File: src/rtl/pipeline_mem_arbiter.sv
`default_nettype none
// ============================================================================
// Module      : pipeline_mem_arbiter
// Description : Two-client (instruction / data) cache-line arbiter in front of
//               a single physical memory port. Requests are serialised with
//               round-robin tie-breaking; each transaction is latched on grant,
//               presented to memory, and answered with a one-cycle resp pulse.
// Revision    : 1.0 - initial release
// ============================================================================
module pipeline_mem_arbiter (
  input  logic         clk,
  input  logic         reset,

  // instruction-side client
  input  logic         i_read,
  input  logic [15:0]  i_address,
  output logic         i_resp,
  output logic [127:0] i_rdata,

  // data-side client
  input  logic         d_read,
  input  logic         d_write,
  input  logic [15:0]  d_address,
  input  logic [127:0] d_wdata,
  output logic         d_resp,
  output logic [127:0] d_rdata,

  // physical memory port
  output logic         pmem_read,
  output logic         pmem_write,
  output logic [15:0]  pmem_address,
  output logic [127:0] pmem_wdata,
  input  logic         pmem_resp,
  input  logic [127:0] pmem_rdata
);

  localparam logic [15:0] LINE_MASK = 16'hFFF0;

  typedef enum logic [1:0] {
    IDLE    = 2'd0,
    SERVE_I = 2'd1,
    SERVE_D = 2'd2,
    RESP    = 2'd3
  } state_t;

  state_t state;
  logic   last_d;   // 1 = data side was granted most recently
  logic   pend_d;
  logic   pick_d;

  // Arbitration decision: D wins alone, or on a tie when I was served last
  always_comb begin
    pend_d = d_read | d_write;
    pick_d = pend_d & (~i_read | ~last_d);
  end

  // Arbiter FSM; every output is a register updated here, so client inputs
  // only ever reach the memory port through the grant-time latch
  always_ff @(posedge clk) begin
    if (reset) begin
      state        <= IDLE;
      last_d       <= 1'b0;
      i_resp       <= 1'b0;
      d_resp       <= 1'b0;
      i_rdata      <= '0;
      d_rdata      <= '0;
      pmem_read    <= 1'b0;
      pmem_write   <= 1'b0;
      pmem_address <= '0;
      pmem_wdata   <= '0;
    end else begin
      i_resp <= 1'b0;
      d_resp <= 1'b0;
      case (state)
        IDLE: begin
          // pmem_resp is deliberately ignored here: nothing is outstanding
          if (i_read | pend_d) begin
            last_d <= pick_d;
            if (pick_d) begin
              state        <= SERVE_D;
              // read+write together is treated as a write
              pmem_write   <= d_write;
              pmem_read    <= ~d_write;
              pmem_address <= d_address & LINE_MASK;
              pmem_wdata   <= d_wdata;
            end else begin
              state        <= SERVE_I;
              pmem_write   <= 1'b0;
              pmem_read    <= 1'b1;
              pmem_address <= i_address & LINE_MASK;
              pmem_wdata   <= '0;
            end
          end
        end

        SERVE_I: begin
          if (pmem_resp) begin
            i_rdata    <= pmem_rdata;
            i_resp     <= 1'b1;
            pmem_read  <= 1'b0;
            pmem_write <= 1'b0;
            state      <= RESP;
          end
        end

        SERVE_D: begin
          if (pmem_resp) begin
            // writes leave the returned-line register untouched
            if (pmem_read) begin
              d_rdata <= pmem_rdata;
            end
            d_resp     <= 1'b1;
            pmem_read  <= 1'b0;
            pmem_write <= 1'b0;
            state      <= RESP;
          end
        end

        RESP: begin
          // one dead cycle lets the client drop its request before re-arbitration
          state <= IDLE;
        end

        default: begin
          state <= IDLE;
        end
      endcase
    end
  end

endmodule
`default_nettype wire

File: config.mk
export PLATFORM = sky130hd
export DESIGN_NAME = pipeline_mem_arbiter
export DESIGN_NICKNAME = d
export VERILOG_FILES = /design/src/rtl/pipeline_mem_arbiter.sv
export SDC_FILE = /design/constraint.sdc
export NUM_CORES = 1
export LEC_CHECK = 0
export CAP_MARGIN = 20
export CELL_PAD_IN_SITES_DETAIL_PLACEMENT = 0
export CELL_PAD_IN_SITES_GLOBAL_PLACEMENT = 1
export CORE_AREA = 2 2 271 273
export DETAILED_ROUTE_END_ITERATION = 10
export DIE_AREA = 0 0 273 275
export HOLD_SLACK_MARGIN = 0.03
export PLACE_DENSITY_LB_ADDON = 0.1
export RECOVER_POWER = 100
export SYNTH_ARGS = -nofsm -noshare
export SYNTH_HDL_FRONTEND = slang
export SYNTH_SLANG_ARGS = --single-unit
export TNS_END_PERCENT = 50
File: constraint.sdc
create_clock -name clk -period 2.1 [get_ports clk]
set_clock_uncertainty 0.2 [all_clocks]
set_input_delay 0.315 -clock clk [delete_from_list [all_inputs] [get_ports clk]]
set_output_delay 0.315 -clock clk [all_outputs]
set_load 0.02 [all_outputs]
Word level (Yosys, flattened, before mapping). Cells that the tools add are included. Widths: inputs -> output; s select.

Register bits after elaboration: 407. Input bits: 294. Output and inout port bits: 404.

Equal/unequal tests: 5. Mux-type cells: 14. Bitwise gates (word level): 9. Reductions and logical operators: 10.

Operators by type and width (number): $mux 128 (1); $mux 16 (1); $mux 1 (6); $mux 2 (3); $pmux 2 s3 (1); $reduce_and 2->1 (3); $reduce_and 3->1 (2); $reduce_or 2->1 (3); $not 1->1 (5); $eq 2x2->1 const B (2); $pmux 1 s2 (2); $or 1x1->1 (3); $eq 2x1->1 const B (1); $logic_not 2->1 (1); $ne 2x1->1 const B (1); $ne 2x2->1 const B (1); $reduce_bool 2->1 (1); $and 1x1->1 (1).

Logic depth before layout (Yosys ltp). Gate-level depths: netlist (run 1).

Depth in word-level cells: 6. Depth in mapped cells: 8. Depth with buffers taken out: 5.

Worst setup path before layout (run 1). Ideal clock, no wire load.

Path type: register -> register. Start point: register state[0]. End point: register pmem_read. Library setup time: 0.070 ns. Data arrival time: 1.508 ns. Required time: 1.830 ns. Setup slack: 0.321 ns. Stages on the path, launching flop included: 7. Path buffers: 1. Clock period less this slack: 1.779 ns. Cell sequence: dfxtp_1 inv_1 ha_1 clkbuf_1 nor4b_2 or4_1 a21oi_1.

Word-level cells in the longest chain between the ends: 4. Elaborated cells on any way between the ends: 9. Those cells by class: eq/ne: 4; mux: 1; reduce/logical: 4.

Ends and longest elaborated chain: start: declaration (RTL line 46) `state_t state;`; start signal: assignment (RTL line 61) `state <= IDLE;`; start signal: assignment (RTL line 80) `state <= SERVE_D;`; start signal: assignment (RTL line 87) `state <= SERVE_I;`; $eq 2x2->1 or $eq 2x1->1 (tied branches) (RTL line 74) `case (state)`; $reduce_or 2->1 (no line); $ne 2x1->1 (no line) or $reduce_bool 2->1 (tied branches); $reduce_and 3->1 (no line); end signal: assignment (RTL line 83) `pmem_read <= ~d_write;`; end: declaration (RTL line 29) `output logic pmem_read,`.

Several ways; a longest one is shown, not always the timed one. A chain may end at the register's enable or synchronous reset.

Worst setup path after layout (run 1).
Start point: register i_rdata[116]. End point: output port i_rdata[116].

RTL lines: start: declaration (RTL line 18) `output logic [127:0] i_rdata,`; start signal: assignment (RTL line 98) `i_rdata <= pmem_rdata;`.

No word-level cell between the ends.

==> impl_metrics.csv, run 1 <==
group,metric,value,unit
run_status,outcome,"completed",
floorplanning,pin_count,698,
cts,ctsRootBufferMaster,"clkbuf_16",
sta,maxSlewViolCount,0,
worst_setup_path,critPathRequiredTime,1.58,ns
detailed_routing,drt_first_pass_iters,6,
worst_setup_path,crit_buf_inv,1,
finish,final_nets,2637,
floorplanning,die_width,273,µm
synthesis,synth.avg_cell_area,8.43,µm²
worst_setup_path,worstPathArrival,1.54,ns
cts,path_clk_slew,0.06,ns
sta,post-route-period-util,0.977,
synthesis,async_reset_ff_frac,0,
placed_design,io_buffers,685,
sta,worst_slack,0.0484,ns
finish,area_growth,68.1,%
synthesis,synth_top_flop_cell,"dfxtp_1",
cts,cts_buffer_depth,3,
detailed_routing,wl_per_cell,19.8,µm
detailed_routing,drt_wl_total,66.2,mm
synthesis,ys_top_cells_by_area,"dfxtp_1 57%, nand2_1 14%, a21oi_1 9.2%",
worst_setup_path,worstSetupPathType,"reg -> out",
sta,fmax,487,MHz
detailed_routing,postRouteAntennaNets,0,
pwr,ir_drop,0.773,mV
worst_setup_path,critPathLaunchType,"flip-flop",
placed_design,dp_hpwl,48.6,mm
synthesis,synth_area,14100,µm²
placed_design,placed_cell_area,22700,µm²
global_routing,track_usage,0.167,
placed_design,dp.cells,3244,
synthesis,synth_top_area_frac,0.574,
floorplanning,die_y,275,µm
synthesis,ys_types,32,
synthesis,synth_edf_count,0,
worst_setup_path,path_cells,"clkdlybuf4s50_1",
global_routing,grt_pass1_wl,95.2,mm
pwr,p_leak,9.35,nW
finish,stdcell_area,23600,µm²
sta,hold_viol,0,
floorplanning,die_area,75100,µm²
worst_setup_path,worstSetupEndpointType,"output port",
detailed_routing,vias_per_cell,4.31,
run,maxCapViolCount,0,
placed_design,gp_congestion,0.799,
worst_setup_path,max_stage_delay,0.63,ns
worst_setup_path,crit_path_top_delay_cell,"clkdlybuf4s50_1",
global_routing,grt_pass1_vias,14400,
global_routing,grt_max_degree,50,
floorplanning,core-area,72300,µm²
floorplanning,start_util,0.194,
worst_setup_path,critPathMaxFanout,2,
cts,post_cts_buffers,0,
finish,layout-drive-gt1-share,0.0661,
synthesis,synth_seq_cells,403,
cts,cts_tree,"built",
synthesis,synthMostInstantiatedCell,"nand2_1",
sta,rsz0062_at_grt,"false",
sta,hold_slack,0.0991,ns
pwr,powerDensity,1100,nW/µm²
cts,clock_latency,0.58,ns
finish,finalNonFillerCells,3344,
sta,setup_viol,0,
synthesis,synth_warnings,0,
detailed_routing,drt_iter0_drc,620,
placed_design,place_ws,-0.0287,ns
sta,max_slew_margin,0.635,
global_routing,overflow,0,
floorplanning,num_rows,99,
sta,worst_slew_pin_slew,0.548,ns
pwr,finalPower,25.9,mW
synthesis,ys_seq_area_frac,0.574,
synthesis,yosys-top-cells-count,"540 x nand2_1, 403 x dfxtp_1, 258 x a21oi_1, 144 x nor2_1, 128 x a32oi_1",
synthesis,synth_top_area_cell,"dfxtp_1",
hold_path,hold_path_class,"in -> reg",
detailed_routing,via_count,14400,
sta,finalCriticalPeriod,2.05,ns
cts,clkSinkCount,403,
global_routing,antenna_found_initial,17,
detailed_routing,drc_errors,0,
worst_setup_path,crit_family,"buffers and inverters",
cts,numCtsBuffers,50,
synthesis,synthCells,1667,
cts,ctsHtreeMaxLevel,2,
stage by stage:
step                TNS, ns   util
floorplan                 0      -
CTS                       0  0.333
detailed placement   -0.117  0.314
global route              0  0.326
finish                    0  0.326
global placement          0  0.314
routing by layer:
layer | track usage | up-vias | part of all wire
met4 | 0.0459 | 18 | 0.021
li1 | - | 7001 | -
met3 | 0.0708 | 95 | 0.096
met1 | 0.183 | 6820 | 0.38
met5 | 0 | - | 0.0019
met2 | 0.296 | 477 | 0.50
sequential cells by signal, indices dropped and copies added (netlist names):
register,count
i_resp,1
pmem_address,12
pmem_write,1
d_resp,1
d_rdata,128
state,2
pmem_read,1
i_rdata,128
pmem_wdata,128
last_d,1
path summary, 6_finish.rpt:
kind,from,end,slack (ns),cells past startpoint
worst max-delay path,i_rdata[116],i_rdata[116],0.05,1
worst min-delay path,i_address[6],pmem_address[6],0.1,3
worst max register to register,state[0],d_rdata[10],0.14,7
worst min register to register,i_rdata[114],i_rdata[114],0.25,2
logic make-up (layout without fill, tap and decap cells):
group / count (synthesis) / after routing / share of synthesized area
muxes: 2 / 2 / 0.00142
other: 1 / 13 / 0.000267
adders and majority gates: 5 / 5 / 0.00445
AOI/OAI and AO/OA: 409 / 409 / 0.186
DFF: 403 / 403 / 0.574
and+or+nand+nor: 693 / 693 / 0.187
buffers and inverters: 154 / 860 / 0.0468
area by class of cell:
class | instances | area, µm²
Fill cell | 7756 | 48700
Sequential cell | 403 | 8070
Timing Repair Buffer | 768 | 7300
Multi-Input combinational cell | 1113 | 5390
Clock buffer | 82 | 1560
Tap cell | 959 | 1200
Clock inverter | 8 | 68.8
Antenna cell | 9 | 22.5
Inverter | 2 | 7.51
power breakdown:
group / internal [mW] / total (mW) / leakage [nW] / switching, mW
clock network: 5.14 / 8.57 / 0.802 / 3.42
logic: 3.15 / 7.94 / 5.27 / 4.79
registers: 8.77 / 9.36 / 3.28 / 0.588
total: 17.1 / 25.9 / 9.35 / 8.80
what timing repair did:
action,4_1_cts,5_1_grt
gates resized for setup,258,48
setup endpoints to repair,258,48
hold endpoints to repair,33,0
hold buffers,1,0
pin swaps,0,0
layout by cell type (no fill, tap or decap), types with 9 or more instances in the layout:
master / n
buf_12: 35
clkdlybuf4s50_1: 379
nor2_1: 144
a21oi_1: 258
dlygate4sd2_1: 258
a32oi_1: 128
a311oi_1: 12
diode_2: 9
clkbuf_1: 70
dfxtp_1: 403
clkbuf_8: 12
nand2_1: 539
clkbuf_16: 53
buf_4: 29
Note: power is estimated with default switching activity, not from simulation.
==> inputs of run 2 (changes only) <==
--- a/config.mk
+++ b/config.mk
@@ -14,6 +14,8 @@
 export HOLD_SLACK_MARGIN = 0.03
 export PLACE_DENSITY_LB_ADDON = 0.1
 export RECOVER_POWER = 100
+export SKIP_LAST_GASP = 1
+export SLEW_MARGIN = 10
 export SYNTH_ARGS = -nofsm -noshare
 export SYNTH_HDL_FRONTEND = slang
 export SYNTH_SLANG_ARGS = --single-unit
==> constraint.sdc (replaced) <==
create_clock -name clk -period 1.95 [get_ports clk]
set_clock_uncertainty 0.2 [all_clocks]
set_input_delay 0.2925 -clock clk [delete_from_list [all_inputs] [get_ports clk]]
set_output_delay 0.2925 -clock clk [all_outputs]
set_load 0.02 [all_outputs]
==> run 2 against run 1 <==
Against the previous run:
- power rose by 6.4%
- setup slack got worse by 0.13 ns
- combinational power rose by 4.2%
- wire length rose by 0.22%
- clock power rose by 7.0%
- critical path depth did not move
- the flow now finishes with violations (setup timing)
- first-iteration DRC count rose by 5.3%
- clock-buffer cell count fell by 3
- highest routed layer unchanged
==> impl_metrics.csv, run 2 (same netlist as run 1, synthesis figures left out) <==
group,metric,value,unit
run_status,outcome,"complete, but fails checks",
run_status,violations,"setup timing",
cts,numCtsBuffers,50,
sta,rsz0062_at_grt,"true",
sta,hold_slack,0.0811,ns
worst_setup_path,path_cells,"clkdlybuf4s50_1",
worst_setup_path,critPathMaxFanout,2,
global_routing,grt_pass1_wl,94.9,mm
sta,finalCriticalPeriod,2.03,ns
worst_setup_path,worstSetupPathType,"reg -> out",
global_routing,antenna_found_initial,17,
detailed_routing,drt_iter0_drc,653,
placed_design,dp.cells,3241,
placed_design,gp_congestion,0.797,
sta,hold_viol,0,
global_routing,track_usage,0.167,
floorplanning,pin_count,698,
placed_design,dp_hpwl,48.5,mm
worst_setup_path,critPathRequiredTime,1.46,ns
detailed_routing,drt_first_pass_iters,5,
detailed_routing,vias_per_cell,4.29,
cts,clock_latency,0.58,ns
cts,ctsRootBufferMaster,"clkbuf_16",
sta,post-route-period-util,1.04,
cts,cts_buffer_depth,3,
finish,layout_common_cells,"539 x nand2_1, 403 x dfxtp_1, 357 x clkdlybuf4s50_1, 258 x a21oi_1, 195 x dlygate4sd2_1",
sta,maxSlewViolCount,0,
cts,clkSinkCount,403,
worst_setup_path,regToRegSetupSlack,0.08,ns
finish,final_nets,2634,
finish,reg_top3,"d_rdata (128), i_rdata (128), pmem_wdata (128)",
finish,layout-drive-gt1-share,0.0634,
finish,final_common_cell,"nand2_1",
worst_setup_path,worstPathArrival,1.54,ns
placed_design,placed_cell_area,22700,µm²
worst_setup_path,r2r_start,"state[0]",
floorplanning,die_width,273,µm
pwr,p_leak,8.84,nW
sta,fmax,493,MHz
floorplanning,num_rows,99,
global_routing,grt_max_degree,104,
finish,fill_cells,7753,
worst_setup_path,cp-endpoint,"pmem_wdata[16]",
detailed_routing,postRouteAntennaNets,0,
worst_setup_path,startpoint,"pmem_wdata[16]",
global_routing,overflow,0,
sta,setup_tns,-4.23,ns
worst_setup_path,max_stage_delay,0.62,ns
detailed_routing,drt_wl_total,66.4,mm
cts,ctsHtreeMaxLevel,2,
finish,area_growth,64.0,%
worst_setup_path,critPathLaunchType,"flip-flop",
pwr,ir_drop,0.688,mV
detailed_routing,drc_errors,0,
detailed_routing,wl_per_cell,19.9,µm
worst_setup_path,crit_family,"buffers and inverters",
finish,regArea,8070,µm²
worst_setup_path,crit_path_top_delay_cell,"clkdlybuf4s50_1",
sta,worst_slew_pin_slew,0.642,ns
floorplanning,start_util,0.194,
pwr,powerDensity,1190,nW/µm²
worst_setup_path,crit_buf_inv,1,
floorplanning,die_area,75100,µm²
finish,multiInputGateArea,5390,µm²
floorplanning,core-area,72300,µm²
worst_setup_path,r2r-end,"d_rdata[16]",
run,maxCapViolCount,0,
global_routing,grt_pass1_vias,14500,
cts,path_clk_slew,0.06,ns
hold_path,hold_path_class,"in -> reg",
cts,cts_tree,"built",
cts,post_cts_buffers,0,
sta,max_slew_margin,0.572,
worst_setup_path,crit_cells,1,
sta,worst_slack,-0.0789,ns
sta,setup_viol,73,
floorplanning,die_y,275,µm
finish,finalNonFillerCells,3334,
worst_setup_path,worstSetupEndpointType,"output port",
placed_design,io_buffers,685,
worst_setup_path,reg2reg_depth,6,
finish,stdcell_area,23000,µm²
detailed_routing,via_count,14300,
[run 2: per-stage QoR]
stage / setup WS [ns] / utilization / total power, mW
2_1_floorplan: 0.171 / - / 14.6
3_3_place_gp: -0.143 / 0.313 / 19.8
3_5_place_dp: -0.218 / 0.313 / 19.8
4_1_cts: -0.141 / 0.332 / 28.9
5_1_grt: -0.132 / 0.318 / 29.1
6_report: -0.0789 / 0.319 / 27.5
[run 2: layout make-up]
cell class                 instances  share of cell area
sequential                       403               0.350
timing repair buffer             765               0.293
multi-input combinational       1113               0.234
clock buffer                      79              0.0661
tap                              959              0.0521
clock inverter                     3             0.00282
antenna                           10             0.00109
inverter                           2            0.000326
[run 2: worst min-delay path, cell delays in order]
cell and delay [ns]:
clkdlybuf4s50_1 0.40, nand2_1 0.05, a311oi_1 0.07
[run 2: metal layers]
layer	GRT usage	vias up	wire length, µm
li1	-	6984	-
met1	0.182	6719	25400
met2	0.288	477	32200
met3	0.0731	116	6470
met4	0.0633	14	2190
met5	0	-	98
[run 2: worst min-delay path by stage]
stage	from	endpoint	slack (ns)	cells after the start
global placement	i_rdata[68]	i_rdata[68]	0.24	2
CTS	pmem_rdata[92]	i_rdata[92]	0.03	3
floorplan	pmem_resp	d_resp	0.21	2
finish	d_address[6]	pmem_address[6]	0.08	3
global route	pmem_rdata[23]	d_rdata[23]	0.06	3
detailed placement	d_rdata[72]	d_rdata[72]	0.25	2
[run 2: what timing repair did]
item,in CTS,in global routing
gates resized for setup,203,127
endpoints found under the setup margin,399,254
hold buffers,1,0
hold endpoints to repair,72,0
[run 2: power breakdown]
part | internal, mW | total, mW | switching, mW
Combinational | 3.12 | 8.27 | 5.16
Sequential | 9.45 | 10.1 | 0.635
Clock | 5.54 | 9.17 | 3.63
Total | 18.1 | 27.5 | 9.43
